**src/rtl/cache_port_arbiter_if.sv**
```systemverilog
// Request/response and cache-side bus of the two-port cache arbiter.
// slave = arbiter view; master = requesters plus cache (bench) view.
interface cache_port_arbiter_if #(
  parameter int ADDR_W = 32,
  parameter int DATA_W = 32
);
  logic              req0_valid;
  logic              req0_write;
  logic [ADDR_W-1:0] req0_addr;
  logic [DATA_W-1:0] req0_wdata;
  logic              req1_valid;
  logic              req1_write;
  logic [ADDR_W-1:0] req1_addr;
  logic [DATA_W-1:0] req1_wdata;
  logic              req0_ready;
  logic              req1_ready;
  logic              rsp0_valid;
  logic              rsp1_valid;
  logic [DATA_W-1:0] rsp0_rdata;
  logic [DATA_W-1:0] rsp1_rdata;
  logic              rsp0_hit;
  logic              rsp1_hit;
  logic              cache_req;
  logic              cache_write;
  logic [ADDR_W-1:0] cache_addr;
  logic [DATA_W-1:0] cache_wdata;
  logic [DATA_W-1:0] cache_rdata;
  logic              cache_hit;
  logic              cache_miss;

  modport slave (
    input  req0_valid, req0_write, req0_addr, req0_wdata,
    input  req1_valid, req1_write, req1_addr, req1_wdata,
    output req0_ready, req1_ready, rsp0_valid, rsp1_valid,
    output rsp0_rdata, rsp1_rdata, rsp0_hit, rsp1_hit,
    output cache_req, cache_write, cache_addr, cache_wdata,
    input  cache_rdata, cache_hit, cache_miss
  );

  modport master (
    output req0_valid, req0_write, req0_addr, req0_wdata,
    output req1_valid, req1_write, req1_addr, req1_wdata,
    input  req0_ready, req1_ready, rsp0_valid, rsp1_valid,
    input  rsp0_rdata, rsp1_rdata, rsp0_hit, rsp1_hit,
    input  cache_req, cache_write, cache_addr, cache_wdata,
    output cache_rdata, cache_hit, cache_miss
  );
endinterface

```
**src/rtl/cache_port_arbiter.sv**
```systemverilog
// Round-robin two-requester sequencer onto the single cache cpu_req port.
// Define CACHE_ARB_STATS_EN to build the saturating grant/conflict counters.
module cache_port_arbiter #(
  parameter int ADDR_W = 32,
  parameter int DATA_W = 32
) (
  input  logic        clk,
  input  logic        reset,
  cache_port_arbiter_if.slave bus,
  output logic        busy,
  output logic        proto_err,
  output logic [31:0] grant_cnt0,
  output logic [31:0] grant_cnt1,
  output logic [31:0] conflict_cnt
);
  typedef enum logic [1:0] {IDLE, ISSUE, WAIT} state_t;

  state_t            state_reg;
  logic              last_grant_reg;
  logic              owner_reg;
  logic [1:0]        ready_reg;
  logic [1:0]        rsp_valid_reg;
  logic [1:0]        rsp_hit_reg;
  logic [DATA_W-1:0] rsp_rdata_reg [2];
  logic              cache_req_reg;
  logic              cache_write_reg;
  logic [ADDR_W-1:0] cache_addr_reg;
  logic [DATA_W-1:0] cache_wdata_reg;
  logic              busy_reg;
  logic              proto_err_reg;

  logic              both_valid;
  logic              any_valid;
  logic              grant_sel;
  logic              resp_ok;

  assign both_valid = bus.req0_valid & bus.req1_valid;
  assign any_valid  = bus.req0_valid | bus.req1_valid;
  // On a conflict the requester that did not win last time gets the port.
  assign grant_sel  = both_valid ? ~last_grant_reg : bus.req1_valid;
  assign resp_ok    = bus.cache_hit ^ bus.cache_miss;

  always_ff @(posedge clk or posedge reset) begin
    if (reset) begin
      state_reg        <= IDLE;
      last_grant_reg   <= 1'b1;
      owner_reg        <= 1'b0;
      ready_reg        <= '0;
      rsp_valid_reg    <= '0;
      rsp_hit_reg      <= '0;
      rsp_rdata_reg[0] <= '0;
      rsp_rdata_reg[1] <= '0;
      cache_req_reg    <= 1'b0;
      cache_write_reg  <= 1'b0;
      cache_addr_reg   <= '0;
      cache_wdata_reg  <= '0;
      busy_reg         <= 1'b0;
      proto_err_reg    <= 1'b0;
    end else begin
      ready_reg     <= '0;
      rsp_valid_reg <= '0;
      case (state_reg)
        IDLE: begin
          if (any_valid) begin
            owner_reg            <= grant_sel;
            last_grant_reg       <= grant_sel;
            ready_reg[grant_sel] <= 1'b1;
            cache_req_reg        <= 1'b1;
            cache_write_reg      <= grant_sel ? bus.req1_write : bus.req0_write;
            cache_addr_reg       <= grant_sel ? bus.req1_addr  : bus.req0_addr;
            cache_wdata_reg      <= grant_sel ? bus.req1_wdata : bus.req0_wdata;
            busy_reg             <= 1'b1;
            state_reg            <= ISSUE;
          end
        end
        ISSUE: begin
          cache_req_reg <= 1'b0;
          state_reg     <= WAIT;
        end
        WAIT: begin
          // A hit/miss pair that is not one-hot is reported, never trusted as a hit.
          rsp_valid_reg[owner_reg] <= 1'b1;
          rsp_hit_reg[owner_reg]   <= resp_ok & bus.cache_hit;
          rsp_rdata_reg[owner_reg] <= cache_write_reg ? '0 : bus.cache_rdata;
          if (!resp_ok)
            proto_err_reg <= 1'b1;
          busy_reg  <= 1'b0;
          state_reg <= IDLE;
        end
        default: state_reg <= IDLE;
      endcase
    end
  end

  assign bus.req0_ready  = ready_reg[0];
  assign bus.req1_ready  = ready_reg[1];
  assign bus.rsp0_valid  = rsp_valid_reg[0];
  assign bus.rsp1_valid  = rsp_valid_reg[1];
  assign bus.rsp0_hit    = rsp_hit_reg[0];
  assign bus.rsp1_hit    = rsp_hit_reg[1];
  assign bus.rsp0_rdata  = rsp_rdata_reg[0];
  assign bus.rsp1_rdata  = rsp_rdata_reg[1];
  assign bus.cache_req   = cache_req_reg;
  assign bus.cache_write = cache_write_reg;
  assign bus.cache_addr  = cache_addr_reg;
  assign bus.cache_wdata = cache_wdata_reg;
  assign busy            = busy_reg;
  assign proto_err       = proto_err_reg;

`ifdef CACHE_ARB_STATS_EN
  logic [31:0] grant_cnt0_reg;
  logic [31:0] grant_cnt1_reg;
  logic [31:0] conflict_cnt_reg;

  always_ff @(posedge clk or posedge reset) begin
    if (reset) begin
      grant_cnt0_reg   <= '0;
      grant_cnt1_reg   <= '0;
      conflict_cnt_reg <= '0;
    end else if (state_reg == IDLE && any_valid) begin
      if (!grant_sel && grant_cnt0_reg != 32'hFFFF_FFFF)
        grant_cnt0_reg <= grant_cnt0_reg + 32'd1;
      if (grant_sel && grant_cnt1_reg != 32'hFFFF_FFFF)
        grant_cnt1_reg <= grant_cnt1_reg + 32'd1;
      if (both_valid && conflict_cnt_reg != 32'hFFFF_FFFF)
        conflict_cnt_reg <= conflict_cnt_reg + 32'd1;
    end
  end

  assign grant_cnt0   = grant_cnt0_reg;
  assign grant_cnt1   = grant_cnt1_reg;
  assign conflict_cnt = conflict_cnt_reg;
`else
  assign grant_cnt0   = '0;
  assign grant_cnt1   = '0;
  assign conflict_cnt = '0;
`endif
endmodule

```
**src/flat_wrapper.sv**
```systemverilog
// flat-port wrapper written by rule: the top's interface ports become plain ports
module cache_port_arbiter_flat 
#(
  parameter int ADDR_W = 32,
  parameter int DATA_W = 32
)
  (clk, reset, busy, proto_err, grant_cnt0, grant_cnt1, conflict_cnt, bus_req0_valid, bus_req0_write, bus_req0_addr, bus_req0_wdata, bus_req1_valid, bus_req1_write, bus_req1_addr, bus_req1_wdata, bus_req0_ready, bus_req1_ready, bus_rsp0_valid, bus_rsp1_valid, bus_rsp0_rdata, bus_rsp1_rdata, bus_rsp0_hit, bus_rsp1_hit, bus_cache_req, bus_cache_write, bus_cache_addr, bus_cache_wdata, bus_cache_rdata, bus_cache_hit, bus_cache_miss);
  cache_port_arbiter_if #(.ADDR_W(ADDR_W), .DATA_W(DATA_W)) bus_i ();
  input  logic clk;
  input  logic reset;
  output logic busy;
  output logic proto_err;
  output logic [31:0] grant_cnt0;
  output logic [31:0] grant_cnt1;
  output logic [31:0] conflict_cnt;
  input wire logic [$bits(bus_i.req0_valid)-1:0] bus_req0_valid;
  input wire logic [$bits(bus_i.req0_write)-1:0] bus_req0_write;
  input wire logic [$bits(bus_i.req0_addr)-1:0] bus_req0_addr;
  input wire logic [$bits(bus_i.req0_wdata)-1:0] bus_req0_wdata;
  input wire logic [$bits(bus_i.req1_valid)-1:0] bus_req1_valid;
  input wire logic [$bits(bus_i.req1_write)-1:0] bus_req1_write;
  input wire logic [$bits(bus_i.req1_addr)-1:0] bus_req1_addr;
  input wire logic [$bits(bus_i.req1_wdata)-1:0] bus_req1_wdata;
  output wire logic [$bits(bus_i.req0_ready)-1:0] bus_req0_ready;
  output wire logic [$bits(bus_i.req1_ready)-1:0] bus_req1_ready;
  output wire logic [$bits(bus_i.rsp0_valid)-1:0] bus_rsp0_valid;
  output wire logic [$bits(bus_i.rsp1_valid)-1:0] bus_rsp1_valid;
  output wire logic [$bits(bus_i.rsp0_rdata)-1:0] bus_rsp0_rdata;
  output wire logic [$bits(bus_i.rsp1_rdata)-1:0] bus_rsp1_rdata;
  output wire logic [$bits(bus_i.rsp0_hit)-1:0] bus_rsp0_hit;
  output wire logic [$bits(bus_i.rsp1_hit)-1:0] bus_rsp1_hit;
  output wire logic [$bits(bus_i.cache_req)-1:0] bus_cache_req;
  output wire logic [$bits(bus_i.cache_write)-1:0] bus_cache_write;
  output wire logic [$bits(bus_i.cache_addr)-1:0] bus_cache_addr;
  output wire logic [$bits(bus_i.cache_wdata)-1:0] bus_cache_wdata;
  input wire logic [$bits(bus_i.cache_rdata)-1:0] bus_cache_rdata;
  input wire logic [$bits(bus_i.cache_hit)-1:0] bus_cache_hit;
  input wire logic [$bits(bus_i.cache_miss)-1:0] bus_cache_miss;
  assign bus_i.req0_valid = bus_req0_valid;
  assign bus_i.req0_write = bus_req0_write;
  assign bus_i.req0_addr = bus_req0_addr;
  assign bus_i.req0_wdata = bus_req0_wdata;
  assign bus_i.req1_valid = bus_req1_valid;
  assign bus_i.req1_write = bus_req1_write;
  assign bus_i.req1_addr = bus_req1_addr;
  assign bus_i.req1_wdata = bus_req1_wdata;
  assign bus_req0_ready = bus_i.req0_ready;
  assign bus_req1_ready = bus_i.req1_ready;
  assign bus_rsp0_valid = bus_i.rsp0_valid;
  assign bus_rsp1_valid = bus_i.rsp1_valid;
  assign bus_rsp0_rdata = bus_i.rsp0_rdata;
  assign bus_rsp1_rdata = bus_i.rsp1_rdata;
  assign bus_rsp0_hit = bus_i.rsp0_hit;
  assign bus_rsp1_hit = bus_i.rsp1_hit;
  assign bus_cache_req = bus_i.cache_req;
  assign bus_cache_write = bus_i.cache_write;
  assign bus_cache_addr = bus_i.cache_addr;
  assign bus_cache_wdata = bus_i.cache_wdata;
  assign bus_i.cache_rdata = bus_cache_rdata;
  assign bus_i.cache_hit = bus_cache_hit;
  assign bus_i.cache_miss = bus_cache_miss;
  cache_port_arbiter #(.ADDR_W(ADDR_W), .DATA_W(DATA_W)) u_core (.clk(clk), .reset(reset), .bus(bus_i), .busy(busy), .proto_err(proto_err), .grant_cnt0(grant_cnt0), .grant_cnt1(grant_cnt1), .conflict_cnt(conflict_cnt));
endmodule
```
**config.mk**
```make
export PLATFORM = sky130hd
export DESIGN_NAME = cache_port_arbiter_flat
export DESIGN_NICKNAME = d
export VERILOG_FILES = /design/src/rtl/cache_port_arbiter_if.sv /design/src/rtl/cache_port_arbiter.sv /design/src/flat_wrapper.sv
export SDC_FILE = /design/constraint.sdc
export NUM_CORES = 1
export LEC_CHECK = 0
export CAP_MARGIN = 15
export CELL_PAD_IN_SITES_DETAIL_PLACEMENT = 1
export CELL_PAD_IN_SITES_GLOBAL_PLACEMENT = 1
export CORE_ASPECT_RATIO = 0.75
export CORE_MARGIN = 2
export CORE_UTILIZATION = 24
export DETAILED_ROUTE_END_ITERATION = 10
export PLACE_DENSITY_LB_ADDON = 0.1
export SYNTH_ARGS = -nofsm -noshare
export SYNTH_HDL_FRONTEND = slang
export SYNTH_SLANG_ARGS = --single-unit
```
**constraint.sdc**
```tcl
create_clock -name clk -period 4.9 [get_ports clk]
set_input_delay 1.47 -clock clk [delete_from_list [all_inputs] [get_ports clk]]
set_output_delay 1.47 -clock clk [all_outputs]
set_load 0.05 [all_outputs]
```
After elaboration in Yosys (flattened, before gate mapping):

Index checks and enable logic that the tools add are counted.

* $lt $le $gt $ge: 6
* bitwise operators: 7
* reduce and logical (&&, ||, !) cells: 10
* eq/ne operators: 3
* mux-type cells: 21

Operator list (number)
* 32-bit 2-to-1 mux: 4
* 64-bit bitwise mux: 1
* 32-bit demux with 1-bit select: 1
* 2-bit 2-to-1 mux: 4
* 2-bit AND reduction: 4
* 1-bit 2-to-1 mux: 5
* 1-bit by 2-bit < comparator with 1-bit output (second input constant): 2
* 1-bit case mux with 2 select lines: 2
* 2-bit case mux with 2 select lines: 1
* 2-bit nonzero test: 2
* 1-bit logical AND: 3
* 1-bit bitwise AND: 2
* 2-bit bitwise mux: 1
* 1-bit demux with 1-bit select: 2
* 2-bit by 1-bit equality test with 1-bit output (second input constant): 1
* 2-bit equality test (second input constant): 1
* 1-bit >= comparator (second input constant): 2
* 2-bit >= comparator (second input constant): 1
* 2-bit logical NOT: 1
* 2-bit by 1-bit < comparator with 1-bit output (second input constant): 1
* 2-bit by 1-bit != test with 1-bit output (second input constant): 1
* 1-bit inverter: 2
* 1-bit inverter with 2-bit output: 1
* 1-bit OR: 1
* 1-bit bitwise XOR: 1

* output and inout port bits: 234
* bits in registers: 142
* word-level logic and storage cells: 61

Longest topological paths before layout:

* depth in word-level cells: 8
* mapped depth: 6
* mapped depth without buffers: 4

Worst setup path before layout:

No wires, ideal clock.

* kind: input to register
* start point: input bus_req1_valid
* end point: register u_core.cache_wdata_reg[0] (netlist: u_core.bus.cache_wdata[0])
* stages on the path: 5
* setup slack: 2.320 ns
* arrival: 2.454 ns
* required time: 4.774 ns
* path through: or2_1 and3_1 buf_6 buf_4 a221o_1

* cells in the longest elaborated chain, start to end: 3
* elaborated cells between the ends (all ways): 5
* classes of those cells: mux (2); bitwise (2); reduce/logical (1)

Ends and longest elaborated chain
* from (decl): line flat_wrapper.sv:20 `input wire logic [$bits(bus_i.req1_valid)-1:0] bus_req1_valid;`
* 1-bit bitwise AND: line cache_port_arbiter.sv:37 `assign both_valid = bus.req0_valid & bus.req1_valid;`
* 1-bit 2-to-1 mux: line cache_port_arbiter.sv:40 `assign grant_sel = both_valid ? ~last_grant_reg : bus.req1_valid;`
* 32-bit 2-to-1 mux: line cache_port_arbiter.sv:71 `cache_wdata_reg <= grant_sel ? bus.req1_wdata : bus.req0_wdata;`
* to (signal assigned): line cache_port_arbiter.sv:71
* to (decl): line cache_port_arbiter.sv:28 `logic [DATA_W-1:0] cache_wdata_reg;`

Several ways; a longest one is shown, not always the timed one.
A chain may end at the register's enable or synchronous reset.

Worst setup path in the final report:

* start point: register u_core.cache_write_reg (netlist: u_core.bus.cache_write)
* end point: output bus_cache_write

RTL lines
* from (decl): line cache_port_arbiter.sv:26 `logic cache_write_reg;`
* from (signal assigned): line cache_port_arbiter.sv:69 `cache_write_reg <= grant_sel ? bus.req1_write : bus.req0_write;`
* to (decl): line flat_wrapper.sv:33 `output wire logic [$bits(bus_i.cache_write)-1:0] bus_cache_write;`

No word-level cell between the ends.

==> results by group <==
Run status
  – Status: complete, no violations

Global route
  – Via count of the first global-routing pass: 5,824
  – Global-route usage over all layers: 16.25%
  – Initial antenna violation count: 0
  – Global-route wire length before repair: 35.63 mm
  – Global route overflow: 0
  – Largest net degree at the start of global routing: 67

Clock network
  – CTS tree: yes
  – Number of H-tree levels: 4
  – Number of buffers created by CTS: 17
  – Setup repair bufs after CTS: 0
  – Clock root buffer: sky130_fd_sc_hd__clkbuf_16
  – Later-pin clock latency in the skew report: 420 ps
  – Number of clock sinks: 142
  – Longest Clk Path Bufs: 2
  – Gates resized, CTS repair: 0
  – Clock-pin slew of the registers on the worst-case setup and hold paths: 60 ps
  – Cts-stage hold buffer count: 0

Logic synthesis
  – Dominant register cell in the synthesized netlist: sky130_fd_sc_hd__dfrtp_1
  – Sequential element share of the synthesized area: ~54%
  – Synth area leaders: sky130_fd_sc_hd__dfrtp_1, sky130_fd_sc_hd__buf_4, sky130_fd_sc_hd__nand2_1
  – Area fraction of the dominant cell type after synthesis: 53.66%
  – Total of flip-flops plus latches after synthesis: between 100 and 150
  – Number of synthesized flops with an enable pin: 0
  – Gate Count Post-Synth: between 600 and 700
  – Post-synthesis area per instance: approximately 10 sq um
  – Post-synth ARST share: 100.0%
  – Post-synth top area cell: sky130_fd_sc_hd__dfrtp_1
  – Netlist area before placement: 6575 sq um
  – Number of distinct library cells after synthesis: 29
  – Yosys warnings: 0

Routing
  – Via-per-instance ratio: 4.176
  – Wire per inst: 17.91 microns
  – Count of nets left with antenna violations after detail routing: 0
  – Routed Wire Length: 23.47 mm
  – Total DRC errors in the routed layout: 0
  – Starting DRT DRC Count: 157
  – Detailed-routing iteration count for the pre-antenna-repair pass: 4
  – Routed vias: about 5,500

Floorplan
  – Die Span Y: 147.3 microns
  – Starting Density: around 24%
  – Boundary pin count: 402
  – Floorplan core area: around 27,000 sq um
  – Area enclosed by the die boundary: 28,750 sq um
  – Row Count: 52
  – Die outline width: between 150 and 200 microns

Worst hold path
  – Hold Path Class: reg2reg
  – Startpoint of the tightest hold check path: u_core.proto_err

Timing
  – Minimum period implied by the final worst setup slack: 3132 ps
  – Final hold viol count: 0
  – Post-Route Skew: 11.77 ps
  – Final setup vio count: 0
  – Final worst-path setup slack: 1768 ps
  – Period Utilization, post-route: 63.92%
  – Slew Limit Fails: 0
  – Slew headroom: 31.49%
  – Slew at the pin closest to its max-slew limit: 1026 ps
  – Unrepaired setup endpoints after global routing: no
  – Top achievable clock speed: approximately 320 MHz
  – Setup Total Neg Slack: 0 ps
  – Post-Route Hold Slack: 469.8 ps

Place
  – IO Port Bufs: 305
  – Post-placement worst setup slack: 1445 ps
  – Gp weighted congestion: 0.7336
  – Total half-perimeter wirelength after legalization and detailed placement: 16.22 mm

Cells and area
  – Proportion of layout cells with a drive suffix above 1: 5.318%
  – Highest-count cells in the layout ignoring fill and taps: sky130_fd_sc_hd__clkdlybuf4s50_1, sky130_fd_sc_hd__dfrtp_1, sky130_fd_sc_hd__nand2_1
  – Most common cell after layout, fill and taps aside: sky130_fd_sc_hd__clkdlybuf4s50_1
  – Nets: around 1,100
  – # diodes: 0
  – Area growth from synthesis to layout: 54.59%

Worst setup path
  – Startpoint kind of the worst setup timing path: flip-flop
  – Worst reg2reg startpoint: u_core.state_reg[1]
  – Delay of the slowest cell on the worst path: 870 ps
  – Required time reported for the critical path endpoint: 3430 ps
  – Startpoint of the worst setup timing path: u_core.bus.cache_write
  – Kind of cell adding the most delay to the critical path: buffers and inverters
  – Critical Path Fanout Max: 2
  – Crit-path cells: clkdlybuf4s50_1
  – Cell at the slowest stage of the critical path: sky130_fd_sc_hd__clkdlybuf4s50_1
  – Arrival time at the worst endpoint: approximately 1700 ps
  – Type of destination of the critical path: primary output
  – Type of the worst setup path: reg2out
  – Count of buffer and inverter cells on the critical path: 1

Flow run
  – Total of max-cap violations: 0

Pwr
  – Worst voltage drop across the vdd grid: ~0.29 mV
  – Leakage: 4.488 nW
  – P per Cell Area: 798.8 nW/um^2
  – Tot Pwr: 8.119 mW
## stage by stage
step	util (%)	instance area, sq um	cells
after floorplan	-	6935	755
after global placement	35.62	9594	1278
after detailed placement	35.62	9594	1278
after CTS	37.74	10160	1310
after global routing	37.74	10160	1310
final	37.74	10160	1310
## cells by family after synthesis
| logic type | Yosys count | synth area share [%] |
|---|---|---|
| adder cells (fa/ha/maj) | 1 | 0.1903 |
| AO/OA/AOI/OAI | 164 | 16.08 |
| other | 1 | 0.05703 |
| buffers and inverters | 151 | 15.00 |
| AND/OR/NAND/NOR | 199 | 14.22 |
| multiplexers | 2 | 0.3995 |
| flip-flops | 142 | 54.06 |
## worst paths after layout
path / slack [ps] / to / depth (start not counted)
setup / recovery: 1770 / bus_cache_write / 1
hold / removal: 470 / u_core.proto_err / 1
setup reg to reg: 2360 / u_core.bus.cache_addr[26] / 5
hold reg to reg: 470 / u_core.proto_err / 1
max in group asynchronous: 2550 / u_core.last_grant_reg / 3
min in group asynchronous: 1520 / u_core.bus.cache_addr[23] / 2
## per-layer routing
metal	global-route usage (%)	vias to the layer above	wire length, microns
met5	0	-	0
met4	3.511	0	203
met3	7.231	14	2252
met2	25.39	196	10510
met1	20.75	2615	10500
li1	-	2646	-
## synth_stat cells, types with 2 or more instances
| master | instances |
|---|---|
| sky130_fd_sc_hd__nor2_1 | 2 |
| sky130_fd_sc_hd__and3_1 | 38 |
| sky130_fd_sc_hd__a31oi_1 | 28 |
| sky130_fd_sc_hd__a21oi_1 | 28 |
| sky130_fd_sc_hd__nand2_1 | 123 |
| sky130_fd_sc_hd__a221o_1 | 37 |
| sky130_fd_sc_hd__o21ai_0 | 33 |
| sky130_fd_sc_hd__buf_6 | 3 |
| sky130_fd_sc_hd__clkbuf_1 | 24 |
| sky130_fd_sc_hd__o21ai_1 | 33 |
| sky130_fd_sc_hd__dfrtp_1 | 141 |
| sky130_fd_sc_hd__inv_1 | 7 |
| sky130_fd_sc_hd__nand2b_1 | 32 |
| sky130_fd_sc_hd__buf_1 | 2 |
| sky130_fd_sc_hd__a21o_1 | 2 |
| sky130_fd_sc_hd__buf_4 | 101 |
| sky130_fd_sc_hd__buf_2 | 14 |
## report_power, final
| part | internal [mW] | leakage (nW) | total, mW | switching [mW] |
|---|---|---|---|---|
| Clock | 0.725 | 0.272 | 1.29 | 0.561 |
| Sequential | 1.75 | 1.77 | 2.08 | 0.332 |
| Combinational | 1.51 | 2.45 | 4.75 | 3.24 |
## final cells by class
cell class | count | area, sq um
Clock buffer | 19 | 442.9
Clock inverter | 13 | 127.6
Fill cell | 3049 | 16770
Inverter | 7 | 30.03
Multi-Input combinational cell | 462 | 2410
Sequential cell | 142 | 3555
Tap cell | 351 | 439.2
Timing Repair Buffer | 316 | 3161
Power figures use the tool's default switching activity.
